$ cat src/rtl/fac_4_dec.sv
// rtl/fac_4_dec.sv - two-stage elastic decoder recovering a nibble from its 9-bit factor bundle
// Optional saturating bad-bundle counter enabled by FAC_4_DEC_ERRCNT_EN.
module fac_4_dec (
    input  logic       clk,
    input  logic       rst,
    input  logic [8:0] in_q,
    input  logic       in_valid,
    output logic       in_ready,
    output logic [3:0] out_a,
    output logic       out_err,
    output logic       out_valid,
    input  logic       out_ready,
    input  logic       clr_err,
    output logic       err_sticky,
    output logic [7:0] err_cnt
);

    logic [8:0] s1_q;
    logic       s1_valid;
    logic       s1_err;
    logic       s2_valid;
    logic       advance;
    logic       s1_open;
    logic       err_event;

    // Re-derive every parity/sum field from the raw bundle; any disagreement flags it.
    assign s1_err = (s1_q[2]   != (s1_q[1] ^ s1_q[0]))
                  | (s1_q[5]   != (s1_q[4] ^ s1_q[3]))
                  | (s1_q[7:6] != (s1_q[4:3] ^ s1_q[1:0]))
                  | (s1_q[8]   != (s1_q[7] ^ s1_q[6]));

    assign advance   = !s2_valid | out_ready;
    assign s1_open   = !s1_valid | advance;
    assign err_event = advance & s1_valid & s1_err;

    // Reset masks the handshakes so nothing transfers during the reset cycle.
    assign in_ready  = s1_open & !rst;
    assign out_valid = s2_valid & !rst;

    always_ff @(posedge clk) begin
        if (rst) begin
            s1_valid <= 1'b0;
            s1_q     <= 9'd0;
        end else if (s1_open) begin
            s1_valid <= in_valid;
            if (in_valid) begin
                s1_q <= in_q;
            end
        end
    end

    always_ff @(posedge clk) begin
        if (rst) begin
            s2_valid <= 1'b0;
            out_a    <= 4'd0;
            out_err  <= 1'b0;
        end else if (advance) begin
            s2_valid <= s1_valid;
            if (s1_valid) begin
                out_a   <= {s1_q[4:3], s1_q[1:0]};
                out_err <= s1_err;
            end
        end
    end

    always_ff @(posedge clk) begin
        if (rst) begin
            err_sticky <= 1'b0;
        end else if (err_event) begin
            err_sticky <= 1'b1;
        end else if (clr_err) begin
            err_sticky <= 1'b0;
        end
    end

`ifdef FAC_4_DEC_ERRCNT_EN
    // A coinciding clear restarts the count at the new event rather than dropping it.
    always_ff @(posedge clk) begin
        if (rst) begin
            err_cnt <= 8'd0;
        end else if (err_event) begin
            if (clr_err) begin
                err_cnt <= 8'd1;
            end else if (err_cnt != 8'hFF) begin
                err_cnt <= err_cnt + 8'd1;
            end
        end else if (clr_err) begin
            err_cnt <= 8'd0;
        end
    end
`else
    assign err_cnt = 8'h00;
`endif

endmodule

$ cat config.mk
export PLATFORM = sky130hd
export DESIGN_NAME = fac_4_dec
export DESIGN_NICKNAME = d
export VERILOG_FILES = /design/src/rtl/fac_4_dec.sv
export SDC_FILE = /design/constraint.sdc
export NUM_CORES = 1
export LEC_CHECK = 0
export CAP_MARGIN = 25
export CORE_MARGIN = 4
export CORE_UTILIZATION = 42
export DETAILED_ROUTE_END_ITERATION = 8
export GPL_ROUTABILITY_DRIVEN = 0
export HOLD_SLACK_MARGIN = 0.02
export PLACE_DENSITY = 0.76
export RECOVER_POWER = 25
export SETUP_SLACK_MARGIN = 0.1
export SLEW_MARGIN = 15
export SYNTH_ARGS = -nofsm -noshare
export SYNTH_HDL_FRONTEND = slang
export SYNTH_SLANG_ARGS = --single-unit
export TNS_END_PERCENT = 5
$ cat constraint.sdc
create_clock -name clk -period 1.6 [get_ports clk]
set_clock_uncertainty 0.05 [all_clocks]
set_input_delay 0.32 -clock clk [delete_from_list [all_inputs] [get_ports clk]]
set_output_delay 0.32 -clock clk [all_outputs]
set_load 0.02 [all_outputs]
==> impl_metrics.env <==
export IMPL_outcome="complete, no violations"
export IMPL_syn_inst=87
export IMPL_crit_required_ns=1.23
export IMPL_cp_max_fo=4
export IMPL_first_pass_iters=2
export IMPL_reg2regPathDepth=6
export IMPL_final_layout_size_suffix_gt1_frac=0.09821
export IMPL_clkTransAtPathRegs_ns=0.10
export IMPL_ys_warn_count=0
export IMPL_worstHoldStart="out_ready"
export IMPL_yosysTopAreaCell="dfxtp_1"
export IMPL_ys_types=20
export IMPL_die_y_um=50.91
export IMPL_vias_per_cell=4.591
export IMPL_synth_adder_area_share=0
export IMPL_ys_ff_latch=17
export IMPL_reg2reg_from="s2_valid"
export IMPL_port_buffers=21
export IMPL_synth_async_reset_ratio=0
export IMPL_antenna_found_initial=0
export IMPL_hold_violations=0
export IMPL_period_needed_ns=1.448
export IMPL_path_depth=3
export IMPL_max_stage_delay_ns=0.47
export IMPL_synth_common_cells="17 x dfxtp_1, 14 x nor2_1, 9 x buf_4, 9 x mux2i_1"
export IMPL_holdPathStages=5
export IMPL_yosysMostFrequentCell="dfxtp_1"
export IMPL_ff_latch_area_um2=340.3
export IMPL_clk_path_buf_depth=2
export IMPL_setup_viol=0
export IMPL_drcViolationCount=0
export IMPL_finalCritPeriodShare=0.9048
export IMPL_overflow=0
export IMPL_critical_path_slowest_cell="clkdlybuf4s50_1"
export IMPL_cap_violations=0
export IMPL_cts_setup_buffers=0
export IMPL_ant_nets=0
export IMPL_p_int_w=0.0006265
export IMPL_critPathBufInv=2
export IMPL_seq_power_share=0.541
export IMPL_cellLeakagePower_nw=0.4672
export IMPL_final_cells=137
export IMPL_coreArea_um2=1727
export IMPL_dieArea_um2=2591
export IMPL_grt_use_total=0.1164
export IMPL_wirelength_mm=1.428
export IMPL_grt_max_degree=11
export IMPL_critical_path_top_delay_family="buffers and inverters"
export IMPL_die_width_um=50.91
export IMPL_power_density_nw_per_um2=846.9
export IMPL_diodes=0
export IMPL_vias=629
export IMPL_synthSimpleGateAreaFrac=0.1796
export IMPL_ios=30
export IMPL_netSwitchingPower_w=0.0002318
export IMPL_rows=15
export IMPL_multi_input_area_um2=380.4
export IMPL_first_global_vias=617
export IMPL_root_buffer="clkbuf_4"
export IMPL_hpwl_mm=1.103
export IMPL_start_kind="primary input"
export IMPL_fin_nets=127
export IMPL_cp_cell_sequence="clkdlybuf4s50_1, nor2b_1, buf_2"
export IMPL_whs_ns=0.3877
export IMPL_report_final_slew_viol_count=0
export IMPL_htree_levels=1
export IMPL_yosysTopAreaCellShare=0.4401
export IMPL_synth_area_leaders="dfxtp_1 44%, mux2i_1 12%, buf_4 8.7%"
export IMPL_synth_area_um2=773.2
export IMPL_clkPwrFrac=0.262
export IMPL_cts_sinks=17
export IMPL_min_path_type="in -> reg"
export IMPL_path_class="in -> out"
export IMPL_synth_edf_count=0
export IMPL_clk_latency_ns=0.28
export IMPL_cts_buffers=3
export IMPL_n_fill_cell=173
export IMPL_syn_avg_cell_area_um2=8.888
export IMPL_cts_tree="built"
export IMPL_rsz0062_at_grt="yes"
export IMPL_cts_hold_buffers_added=0
export IMPL_netSwitchingFraction=0.2701
export IMPL_grt_pass1_wl_mm=2.346
export IMPL_ys_seq_area_frac=0.4401
export IMPL_setup_tns_ns=0
export IMPL_initialDrtViolationCount=1
export IMPL_rrSetupSlack_ns=0.18
export IMPL_arrival_ns=1.08
export IMPL_fmax_mhz=690.7
export IMPL_start_util=0.4478
export IMPL_endpoint_kind="output pin"
export IMPL_vdd_drop_max_uv=662.0
export IMPL_ys_flop_type="dfxtp_1"
export IMPL_wl_per_cell_um=10.42
export IMPL_areaGrowthSynthToFinish_pct=31.07
export IMPL_regToRegEndpoint="s1_q[6]"
export IMPL_synth_mux_area_frac=0.1165
export IMPL_worstHoldEndpoint="s1_valid"
export IMPL_synth_top_family_by_area="simple AND/OR/NAND/NOR gates"
export IMPL_synth_xor_xnor_area_share=0.06796
export IMPL_synth_compound_area_frac=0.08252
export IMPL_place_inst=133
export IMPL_combPwrFrac=0.197
[routing by layer]
layer,up-vias,routed length [um],global-route usage
met5,-,0,0
met4,0,14,0.06278
met3,2,107,0.03207
met2,22,699,0.2060
met1,282,606,0.1234
li1,323,-,-
[worst max path at each step]
stage              start         to  slack [ns]
6_report             rst  out_valid        0.15
5_1_grt         s2_valid    s1_q[4]        0.07
4_1_cts        out_ready   in_ready        0.03
3_5_place_dp   out_ready   in_ready       -0.40
3_3_place_gp   out_ready   in_ready       -0.40
2_1_floorplan        rst   in_ready        0.19
[cell families after synthesis]
| logic type | after synthesis |
|---|---|
| compound gates | 10 |
| xor+xnor | 6 |
| buf+inv | 13 |
| flops | 17 |
| mux | 9 |
| other cells | 1 |
| simple gates | 31 |
[through the flow]
| stage | power, W | area [um2] | util | worst slack (ns) |
|---|---|---|---|---|
| 2_1_floorplan | 0.0005954 | 799.5 | - | 0.1931 |
| 3_3_place_gp | 0.0006460 | 998.5 | 0.5783 | -0.3954 |
| 3_5_place_dp | 0.0006506 | 998.5 | 0.5783 | -0.4014 |
| 4_1_cts | 0.0008694 | 1013 | 0.5870 | 0.02690 |
| 5_1_grt | 0.0009101 | 1013 | 0.5870 | 0.06958 |
| 6_report | 0.0008584 | 1013 | 0.5870 | 0.1523 |
[tightest hold or removal path, delay by kind of cell]
family,cells,cell delay [ns]
buffers and inverters,1,0.08
AND/OR/NAND/NOR,4,0.29
[layout by cell type (no fill, tap or decap), types with 2 or more instances in the layout]
master	n
clkbuf_4	3
mux2i_1	9
nor2_1	13
dlygate4sd2_1	6
or3_1	2
dfxtp_1	17
clkbuf_1	3
nor2b_1	2
xnor2_1	2
buf_4	3
xor2_1	4
conb_1	8
a21oi_1	6
nand3_1	6
nand2_1	5
clkdlybuf4s50_1	12
[registers in the layout (all words and copies together), names as in the netlist]
signal and flops:
out_a 4, out_err 1, s2_valid 1, s1_q 9, err_sticky 1, s1_valid 1
[repair_timing]
item	in CTS	in global routing
hold endpoints to repair	0	0
setup endpoints to repair	9	11
gates resized for setup	16	3
pin swaps	0	1
[power by group through the flow]
stage	registers, W	logic, W	clock network, W
6_report	0.000464	0.000169	0.000225
5_1_grt	0.000468	0.000187	0.000255
4_1_cts	0.000464	0.000172	0.000234
3_5_place_dp	0.000474	0.000177	0
3_3_place_gp	0.000473	0.000173	0
2_1_floorplan	0.000480	0.000116	0
[layout make-up]
type / count / share of cell area
clock buffer: 4 / 0.02593
inverter: 1 / 0.003704
multi-input combinational: 64 / 0.3753
sequential: 17 / 0.3358
tap: 25 / 0.03086
timing repair buffer: 26 / 0.2284
No activity file was read; power rests on OpenSTA's default activity.
